<file path="config.mk">
export PLATFORM = sky130hd
export DESIGN_NAME = yin_tau_search
export DESIGN_NICKNAME = d
export VERILOG_FILES = /design/src/rtl/yin_tau_search.sv
export SDC_FILE = /design/constraint.sdc
export NUM_CORES = 1
export LEC_CHECK = 0
export ABC_AREA = 1
export BUFFER_PORTS_ARGS = -buffer_cell sky130_fd_sc_hd__clkbuf_2
export CAP_MARGIN = 20
export CORE_UTILIZATION = 29
export CTS_BUF_LIST = sky130_fd_sc_hd__clkbuf_8 sky130_fd_sc_hd__clkbuf_16
export DETAILED_ROUTE_END_ITERATION = 7
export GPL_TIMING_DRIVEN = 0
export SLEW_MARGIN = 40
export SYNTH_ARGS = -nofsm -noshare
export SYNTH_HDL_FRONTEND = slang
export SYNTH_SLANG_ARGS = --single-unit
</file>
<file path="constraint.sdc">
create_clock -name clk -period 5.4 [get_ports clk]
set_clock_uncertainty 0.1 [all_clocks]
set_input_delay 0.81 -clock clk [delete_from_list [all_inputs] [get_ports clk]]
set_output_delay 0.81 -clock clk [all_outputs]
set_load 0.1 [all_outputs]
</file>
<file path="src/rtl/yin_tau_search.sv">
// YIN tau sweep controller: drives the difference engine lag by lag and applies a divider-free CMND threshold test.
// Optional LOCAL_MIN_SEARCH_EN: after the first pass, keep descending to the local minimum of d'(tau).
module yin_tau_search #(
    parameter int ACC_WIDTH   = 39,
    parameter int TAU_WIDTH   = 6,
    parameter int MAX_TAU     = 40,
    parameter int ADDR_WIDTH  = 16,
    parameter int THRESH_FRAC = 8,
    parameter int THRESHOLD   = 26
) (
    input  logic                  clk,
    input  logic                  reset,
    input  logic                  start,
    input  logic [ADDR_WIDTH-1:0] frame_addr,
    output logic [ADDR_WIDTH-1:0] diff_initial_address,
    output logic [TAU_WIDTH-1:0]  diff_tau,
    output logic                  diff_reset,
    input  logic                  diff_ready,
    input  logic [ACC_WIDTH-1:0]  diff_accumulator,
    output logic                  busy,
    output logic                  done,
    output logic                  found,
    output logic [TAU_WIDTH-1:0]  tau_out
);

    localparam int SUM_W = ACC_WIDTH + TAU_WIDTH;
    localparam int CMP_W = SUM_W + THRESH_FRAC + 1;
    localparam logic [TAU_WIDTH-1:0] LAST_TAU = TAU_WIDTH'(MAX_TAU - 1);

    typedef enum logic [2:0] {IDLE, ISSUE, WAIT, EVAL, DONE} state_t;

    state_t                 state, next_state;
    logic [SUM_W-1:0]       sum, s_new;
    logic [ACC_WIDTH-1:0]   d_cap;
    logic                   ready_prev;
    logic                   ready_rise;
    logic [CMP_W-1:0]       lhs, rhs;
    logic                   pass, take, finished, last;

`ifdef LOCAL_MIN_SEARCH_EN
    localparam int PROD_W = 2 * SUM_W;
    logic [ACC_WIDTH-1:0]   cand_d;
    logic [SUM_W-1:0]       cand_s;
    logic [PROD_W-1:0]      cur_metric, cand_metric;
    logic                   better;
`endif

    always_ff @(posedge clk) begin
        if (reset) state <= IDLE;
        else       state <= next_state;
    end

    always_comb begin
        next_state = state;
        diff_reset = 1'b1;
        busy       = 1'b0;
        done       = 1'b0;
        case (state)
            IDLE:  if (start) next_state = ISSUE;
            ISSUE: begin
                busy       = 1'b1;
                next_state = WAIT;
            end
            WAIT: begin
                busy       = 1'b1;
                diff_reset = 1'b0;
                if (ready_rise) next_state = EVAL;
            end
            EVAL: begin
                busy       = 1'b1;
                diff_reset = 1'b0;
                next_state = (finished || last) ? DONE : ISSUE;
            end
            DONE: begin
                done       = 1'b1;
                next_state = IDLE;
            end
            default: next_state = IDLE;
        endcase
    end

    // d'(tau) < T/2^F rewritten as (d*tau) << F < T*S so no divider is needed
    always_comb begin
        ready_rise = diff_ready && !ready_prev;
        last       = (diff_tau == LAST_TAU);
        s_new      = sum + SUM_W'(d_cap);
        lhs        = (CMP_W'(d_cap) * CMP_W'(diff_tau)) << THRESH_FRAC;
        rhs        = CMP_W'(THRESHOLD) * CMP_W'(s_new);
        pass       = (lhs < rhs) && !((d_cap == '0) && (s_new == '0));
`ifdef LOCAL_MIN_SEARCH_EN
        cur_metric  = PROD_W'(d_cap) * PROD_W'(diff_tau) * PROD_W'(cand_s);
        cand_metric = PROD_W'(cand_d) * PROD_W'(tau_out) * PROD_W'(s_new);
        better      = cur_metric < cand_metric;
        take        = found ? better : pass;
        finished    = found && !better;
`else
        take        = pass;
        finished    = pass;
`endif
    end

    always_ff @(posedge clk) begin
        if (reset) begin
            diff_initial_address <= '0;
            diff_tau             <= '0;
            sum                  <= '0;
            d_cap                <= '0;
            ready_prev           <= 1'b0;
            found                <= 1'b0;
            tau_out              <= '0;
`ifdef LOCAL_MIN_SEARCH_EN
            cand_d               <= '0;
            cand_s               <= '0;
`endif
        end else begin
            ready_prev <= diff_ready;
            case (state)
                IDLE: begin
                    if (start) begin
                        diff_initial_address <= frame_addr;
                        diff_tau             <= TAU_WIDTH'(1);
                        sum                  <= '0;
                        found                <= 1'b0;
                        tau_out              <= '0;
`ifdef LOCAL_MIN_SEARCH_EN
                        cand_d               <= '0;
                        cand_s               <= '0;
`endif
                    end
                end
                WAIT: if (ready_rise) d_cap <= diff_accumulator;
                EVAL: begin
                    sum <= s_new;
                    if (take) begin
                        found   <= 1'b1;
                        tau_out <= diff_tau;
`ifdef LOCAL_MIN_SEARCH_EN
                        cand_d  <= d_cap;
                        cand_s  <= s_new;
`endif
                    end
                    if (!finished && !last) diff_tau <= diff_tau + TAU_WIDTH'(1);
                end
                default: ;
            endcase
        end
    end

endmodule

</file>
==> summary.md, run 1 <==
| Metric | Value |
|---|---|
| Combinational fraction of design power | `55.5%` |
| Post-synthesis sequential area ratio | `11.3%` |
| Maximum clock frequency | `158 MHz` |
| FF+latch count, synth | `117` |
| Final WS setup | `-0.927 ns` |
| Drt wl/cell | `16.1 µm` |
| Post-synth top flop | `dfxtp_1` |
| CP Capture Type | `flip-flop` |
| Die width | `270 µm` |
| Crit Reg-Reg Endpoint | `tau_out[5]` |
| Via count | `20700` |
| Hold EP | `diff_initial_address[15]` |
| Sequential power share | `21.0%` |
| Simple-gate share of the synthesized area | `25.8%` |
| Std cell rows | `97` |
| Area grow syn2layout | `30.3%` |
| Post-DP HPWL | `57300 µm` |
| Hold Crit Start | `diff_initial_address[15]` |
| Reg-to-reg slack, setup | `-0.93 ns` |
| Synth Area in Compound Gates | `12.0%` |
| IO buf count | `88` |
| Fillers | `7229` |
| Crit path DAT | `6.65 ns` |
| Worst skew pair latency | `0.50 ns` |
| Setup TNS | `-12.80 ns` |
| Worst Tran Pin Value | `0.909 ns` |
| Switching Fraction | `49.1%` |
| Crit share post-route | `117%` |
| Max cap viols | `0` |
| Worst path most repeated cell | `nand2_1` |
| Iter 0 DRT Violations | `1403` |
| Largest family of logic cells by synthesized area | `adder cells` |
| Hold-critical path depth | `2` |
| Routed WL | `70300 µm` |
| Synth cell types | `58` |
| Final hold vios | `0` |
| Initial antenna violation count | `6` |
| Clk buf depth | `2` |
| Syn Area/Cell | `6.55 µm²` |
| First-pass GRT wire length | `110000 µm` |
| Leak | `0.0138 µW` |
| Ys Warns | `0` |
| Ranking of synthesized cells by area | `fa_1 18%, nand2_1 16%, ha_1 15%, inv_1 12%, dfxtp_1 11%` |
| CTS tree | `yes` |
| P_sw | `2490 µW` |
| Minimum clock period | `6.33 ns` |
| DRT Pass-1 Iters | `5` |
| Relative slew slack | `39.4%` |
| H-Tree Level Count | `4` |
| Vias/cell | `4.76` |
| Worst hold path type | `reg2reg` |
| Vias in the first global route | `20600` |
| Fraction of synthesized area in multiplexers | `0%` |
| Cts hold-fix bufs | `0` |
| # IOs | `91` |
| Crit path required time | `5.72 ns` |
| Pwr dens | `187 nW/µm²` |
| Share of synthesized flip-flops with an asynchronous set or reset | `0%` |
| EDFF count, synth | `0` |
| Internal Power | `2580 µW` |
| Largest net degree at the start of global routing | `17` |
| DRC viols | `0` |
| RSZ-0062 raised after global routing | `yes` |
| Layout cell share with drive strength beyond 1 | `23.7%` |
| Failing checks | `negative setup slack` |
| Adder-Cell Fraction of Synth Area | `33.0%` |
| RePlAce Congestion | `0.892` |
| Reg2Reg Depth | `35` |
| Die height | `270 µm` |
| Area share of the largest cell type after synthesis | `18.5%` |
| Slew Limit Fails | `0` |
| CP Max Fanout | `8` |
| Setup violations, final | `15` |
| Clk slew on worst S/H paths | `0.07 ns` |
| Crit Reg-Reg Startpoint | `d_cap[30]` |
| Congestion Overflow GR | `0` |
| Cells after Synth | `3171` |
| Final Power | `5060 µW` |
| Cell area after synthesis | `20800 µm²` |
| Peak supply drop | `228 µV` |
| Worst hold margin | `0.364 ns` |
| Largest incremental delay on the critical path | `0.52 ns` |
| Area leader, netlist | `fa_1` |
| Die area | `72700 µm²` |
| Worst Setup Path Type | `reg2reg` |
| Crit path launch type | `flip-flop` |
| Net count after synthesis | `3663` |
| Layout Nets | `3895` |
| Total track usage | `19.3%` |
| Worst path slowest cell | `o41ai_4` |
| CTS sink cnt | `117` |
| Status | `finished, violations left` |
| Clock network power share | `23.5%` |
| ANT nets after route | `0` |
| CTS root buffer | `clkbuf_16` |
| CTS Buf Count | `17` |
| Starting Density | `29.5%` |
| Core area | `70500 µm²` |
| XOR/XNOR Fraction of Synth Area | `4.21%` |
## power groups by stage
| stage | clock network [µW] | logic [µW] | registers [µW] |
|---|---|---|---|
| 6_report | 1190 | 2810 | 1060 |
| 5_1_grt | 1250 | 3060 | 1070 |
| 4_1_cts | 1220 | 2550 | 1060 |
| 3_5_place_dp | 0 | 2140 | 1090 |
| 3_3_place_gp | 0 | 2130 | 1090 |
| 2_1_floorplan | 0 | 1410 | 1170 |
## timing repair
action,4_1_cts,5_1_grt
buffers inserted,88,37
endpoints found under the setup margin,15,15
endpoints found under the hold margin,0,0
pin swaps,110,74
resized for setup,409,201
## kinds of logic (layout without fill, tap and decap cells)
kind of cell / after synthesis / after routing
flip-flops: 117 / 117
XOR/XNOR: 99 / 99
AO/OA/AOI/OAI: 452 / 452
other: 0 / 2
buffers and inverters: 760 / 1005
AND/OR/NAND/NOR: 1310 / 1310
adder cells (fa/ha/maj): 433 / 433
## worst max-delay path, delay by kind of cell (launching register included)
kind,cells,cell delay (ns)
AO/OA/AOI/OAI,6,1.40
XOR/XNOR,1,0.17
flip-flops,1,0.41
buffers and inverters,8,0.70
AND/OR/NAND/NOR,15,1.71
adder cells (fa/ha/maj),5,1.74
## synthesized netlist by cell type, drive strengths merged (2+ instances only)
master,number
nand3,103
fa,192
o21bai,12
a31oi,26
o21ai,100
nor3b,4
clkbuf,61
nor3,22
a211oi,2
o211ai,5
o311ai,2
xor2,57
o221ai,3
nor4,5
a31o,6
buf,11
nor2,223
or2,6
nand3b,7
o2111ai,2
inv,687
nand2,907
ha,241
and3,2
o22ai,3
nand4,30
o21a,4
a21o,5
a21oi,271
xnor2,42
dfxtp,117
## area by class of cell
class,instances,area [µm²],area share (%)
Tap cell,940,1180,4.34
Sequential cell,117,2490,9.20
Timing Repair Buffer,213,1410,5.20
Clock inverter,15,174,0.642
Clock buffer,17,425,1.57
Multi-Input combinational cell,2294,18300,67.6
Buffer,72,483,1.78
Antenna cell,2,5.00,0.0185
Inverter,688,2600,9.60
## placed cells by master, fill, tap and decap left out, types with 7 or more instances in the layout
cell and n:
a21oi_1 192, a21oi_2 65, a21oi_4 14, a31oi_1 14
a31oi_2 12, buf_4 122, buf_6 10, clkbuf_1 32
clkbuf_16 18, clkbuf_2 99, clkbuf_8 10, dfxtp_1 70
dfxtp_2 11, dfxtp_4 36, fa_1 188, ha_1 160
ha_2 8, ha_4 73, inv_1 648, inv_2 33
nand2_1 796, nand2_2 76, nand2_4 31, nand3_1 78
nand3_2 19, nand3b_1 7, nand4_1 30, nor2_1 171
nor2_2 30, nor2_4 22, nor3_1 15, o21ai_0 73
o21ai_1 11, o21ai_2 12, o21bai_1 10, xnor2_1 35
xor2_1 42, xor2_2 8, xor2_4 7
## registers in the layout, summed over array words and instances, names as in the netlist
name                  cells
found                     1
d_cap                    39
diff_tau                  6
diff_initial_address     16
tau_out                   6
ready_prev                1
state                     3
sum                      45
## worst max path at each step
stage                      from          end  slack (ns)  cells past startpoint
floorplan           diff_tau[5]  diff_tau[1]       -0.20                     33
global placement       d_cap[8]  diff_tau[5]       -2.02                     40
detailed placement     d_cap[8]  diff_tau[5]       -2.02                     38
CTS                    d_cap[1]   tau_out[5]       -0.77                     39
global route           d_cap[8]     state[0]       -1.26                     42
finish                d_cap[30]   tau_out[5]       -0.93                     35
## metrics by stage
step | instance area, µm² | util, % | setup slack [ns] | std cells
floorplan | 21300 | - | -0.203 | 3171
global placement | 22900 | 32.5 | -2.02 | 4199
detailed placement | 22900 | 32.5 | -2.02 | 4199
CTS | 26000 | 36.9 | -0.771 | 4319
global route | 27100 | 38.4 | -1.26 | 4356
finish | 27100 | 38.4 | -0.927 | 4358
## metal layers
layer	wire, µm	up-vias	track usage (%)
met5	30	-	0
met4	2880	6	7.95
met3	3800	107	3.15
met2	32200	475	31.9
met1	31400	9866	25.0
li1	-	10300	-
Power figures use the tool's default switching activity.
==> run 2, diff against run 1 <==
Settings changed: ABC_AREA 1 to default.
==> run 2 against run 1 <==
The run ends with design-rule violations, negative setup slack left. Die area shrank 6.2%. Sequential share of layout area increased by 1.1 points. Register-to-register slack got worse by 1.3 ns. Non-clock buffer count decreased by 11. Clock power hardly changed. Global-route usage fell by 1.8 points. Critical path depth rose by 8. Synthesized cell count shrank 19%. Fmax is 17% lower. Critical endpoint is now diff_tau[0]. Largest power group unchanged.
==> summary.md, run 2 <==
| Metric | Value |
|---|---|
| Clk buf depth | `2 (unchanged)` |
| Internal Power | `2070 µW (was 2580 µW)` |
| Drt wl/cell | `16.4 µm (was 16.1 µm)` |
| Std cell rows | `94 (was 97)` |
| Die width | `261 µm (was 270 µm)` |
| Ranking of synthesized cells by area | `fa_1 20%, ha_1 15%, dfxtp_1 12%, nand2_1 8.2%, inv_1 7.7% (was fa_1 18%, nand2_1 16%, ha_1 15%, inv_1 12%, dfxtp_1 11%)` |
| Area grow syn2layout | `18.5% (was 30.3%)` |
| CTS sink cnt | `117 (unchanged)` |
| Failing checks | `design-rule violations, negative setup slack (was negative setup slack)` |
| Reg-to-reg slack, setup | `-2.26 ns (was -0.93 ns)` |
| Largest net degree at the start of global routing | `17 (unchanged)` |
| Crit path required time | `5.66 ns (was 5.72 ns)` |
| Crit Reg-Reg Endpoint | `diff_tau[0] (was tau_out[5])` |
| Post-synthesis sequential area ratio | `12.0% (was 11.3%)` |
| Worst skew pair latency | `0.47 ns (was 0.50 ns)` |
| Crit Reg-Reg Startpoint | `d_cap[0] (was d_cap[30])` |
| Hold Crit Start | `diff_initial_address[6] (was diff_initial_address[15])` |
| Combinational fraction of design power | `41.9% (was 55.5%)` |
| Iter 0 DRT Violations | `1093 (was 1403)` |
| Initial antenna violation count | `1 (was 6)` |
| Worst setup path start | `d_cap[0] (was d_cap[30])` |
| CP delay by family, top | `compound AO/OA/AOI/OAI gates (was adder cells)` |
| ANT nets after route | `0 (unchanged)` |
| Layout Nets | `3223 (was 3895)` |
| DRT Pass-1 Iters | `8 (was 5)` |
| Final WS setup | `-2.26 ns (was -0.927 ns)` |
| CP Capture Type | `flip-flop (unchanged)` |
| Pwr dens | `157 nW/µm² (was 187 nW/µm²)` |
| Buf/Inv on CP | `6 (was 8)` |
| Total track usage | `17.6% (was 19.3%)` |
| Max cap viols | `0 (unchanged)` |
| Crit path DAT | `7.92 ns (was 6.65 ns)` |
| Final hold vios | `0 (unchanged)` |
| Synth cell types | `77 (was 58)` |
| Core area | `66100 µm² (was 70500 µm²)` |
| Final Power | `3620 µW (was 5060 µW)` |
| EDFF count, synth | `0 (unchanged)` |
| CTS Buf Count | `17 (unchanged)` |
| P_sw | `1550 µW (was 2490 µW)` |
| Worst Tran Pin Value | `0.922 ns (was 0.909 ns)` |
| Cells after Synth | `2565 (was 3171)` |
| Worst path slowest cell | `fa_1 (was o41ai_4)` |
| Crit share post-route | `142% (was 117%)` |
| Relative slew slack | `38.4% (was 39.4%)` |
| Maximum clock frequency | `130 MHz (was 158 MHz)` |
| Cell area after synthesis | `19500 µm² (was 20800 µm²)` |
| Via count | `18000 (was 20700)` |
| Largest regs | `sum x45, d_cap x39, diff_initial_address x16 (unchanged)` |
| Clock network power share | `32.2% (was 23.5%)` |
| Syn Area/Cell | `7.59 µm² (was 6.55 µm²)` |
| Area leader, netlist | `fa_1 (unchanged)` |
| DP Worst Slack | `-3.32 ns (was -2.02 ns)` |
| Switching Fraction | `42.7% (was 49.1%)` |
| Commonest non-fill, non-tap cell in the layout | `nand2_1 (unchanged)` |
| N_diodes | `0 (was 2)` |
| DRC viols | `5 (was 0)` |
| Worst hold path type | `reg2reg (unchanged)` |
| RePlAce Congestion | `0.926 (was 0.892)` |
| Setup TNS | `-32.97 ns (was -12.80 ns)` |
| Sequential power share | `26.0% (was 21.0%)` |
| Minimum clock period | `7.66 ns (was 6.33 ns)` |
| FF+latch count, synth | `117 (unchanged)` |
| Slew Limit Fails | `0 (unchanged)` |
| Post-synth top flop | `dfxtp_1 (unchanged)` |
| Leak | `0.0115 µW (was 0.0138 µW)` |
| Die area | `68200 µm² (was 72700 µm²)` |
| Number of flip-flops in the largest register | `45 (unchanged)` |
| Die height | `261 µm (was 270 µm)` |
| Crit path launch type | `flip-flop (unchanged)` |
| Vias in the first global route | `17300 (was 20600)` |
| CTS tree | `yes (unchanged)` |
| Synth cell count leaders | `426 x nand2_1, 399 x inv_1, 241 x ha_1 (was 891 x nand2_1, 684 x inv_1, 268 x a21oi_1)` |
| Ys Warns | `0 (unchanged)` |
| Largest incremental delay on the critical path | `0.51 ns (was 0.52 ns)` |
| Area share of the largest cell type after synthesis | `19.7% (was 18.5%)` |
| Largest Register | `sum (unchanged)` |
| # IOs | `91 (unchanged)` |
| Share of synthesized flip-flops with an asynchronous set or reset | `0% (unchanged)` |
| CTS root buffer | `clkbuf_16 (unchanged)` |
| Reg2Reg Depth | `43 (was 35)` |
| RSZ-0062 raised after global routing | `yes (unchanged)` |
| IO buf count | `89 (was 88)` |
| Setup violations, final | `15 (unchanged)` |
| WP depth | `43 (was 35)` |
| Routed WL | `59300 µm (was 70300 µm)` |
| Worst Setup Path Type | `reg2reg (unchanged)` |
| Clk slew on worst S/H paths | `0.07 ns (about the same)` |
| Congestion Overflow GR | `0 (unchanged)` |
| Most frequent cells in the layout | `424 x nand2_1, 392 x inv_1, 221 x ha_1 (was 796 x nand2_1, 648 x inv_1, 192 x a21oi_1)` |
| Most common cell in the netlist | `nand2_1 (unchanged)` |
| Crit path to | `diff_tau[0] (was tau_out[5])` |
| Starting Density | `29.5% (about the same)` |
| Fillers | `7022 (was 7229)` |
| First-pass GRT wire length | `93500 µm (was 110000 µm)` |
| Post-DP HPWL | `48300 µm (was 57300 µm)` |
| Vias/cell | `4.98 (was 4.76)` |
| Layout cell share with drive strength beyond 1 | `15.1% (was 23.7%)` |
| CP Max Fanout | `6 (was 8)` |
| Status | `finished, violations left (unchanged)` |
| H-Tree Level Count | `4 (unchanged)` |
| Net count after synthesis | `3057 (was 3663)` |
| Peak supply drop | `223 µV (was 228 µV)` |
run 2: per-layer routing:
metal / track usage (%) / wire length [µm]
met1: 25.1 / 28900
met2: 27.4 / 26000
met3: 2.33 / 3110
met4: 4.99 / 1290
met5: 0 / 0
run 2: repair_timing:
item	in CTS	in global routing
pin swaps	47	56
resized for setup	110	86
hold buffers	0	0
cloned	1	0
setup buffers	33	27
setup endpoints to repair	15	15
run 2: final cells by class:
class	instances	area [µm²]	area share, %
plain buffers	124	639	2.77
clock buffers	18	439	1.90
clock inverters	14	141	0.613
inverters	399	1500	6.49
multi-input cells	1922	16000	69.3
flip-flops and latches	117	2370	10.3
well taps	864	1080	4.69
repair buffers	150	917	3.97
run 2: worst min-delay path, delay by kind of cell, from the launching register on:
| kind | cells | cell delay, ns |
|---|---|---|
| AO/OA/AOI/OAI | 1 | 0.05 |
| flip-flops | 1 | 0.31 |
| AND/OR/NAND/NOR | 1 | 0.05 |
run 2: metrics by stage:
stage               area, µm²  cells  util [%]  hold WS (ns)
detailed placement      21300   3519      32.2         0.350
CTS                     22600   3583      34.1         0.359
global route            23100   3608      34.9         0.376
finish                  23100   3608      34.9         0.354
global placement        21200   3518      32.1         0.341
floorplan               19700   2565         -         0.365
run 2: kinds of logic (layout without fill, tap and decap cells):
logic type	count (synthesis)	after routing	share of synthesized area [%]
fa+ha+maj	433	433	35.2
flops	117	117	12.0
buf+inv	526	705	10.4
xor+xnor	106	106	4.77
compound gates	561	561	18.4
simple gates	816	816	18.9
mux	6	6	0.308
run 2: worst min path at each step:
stage	end	slack, ns	depth (start not counted)
after floorplan	sum[43]	0.37	2
after global routing	diff_initial_address[9]	0.38	2
after detailed placement	diff_initial_address[14]	0.35	2
after global placement	found	0.34	1
after CTS	diff_initial_address[6]	0.36	2
final	diff_initial_address[6]	0.35	2
run 2: power groups by stage:
stage | Clock, µW | Sequential, µW | Combinational, µW
global route | 1220 | 944 | 1620
CTS | 1180 | 937 | 1450
global placement | 0 | 953 | 1270
detailed placement | 0 | 953 | 1270
finish | 1160 | 938 | 1510
floorplan | 0 | 1070 | 742
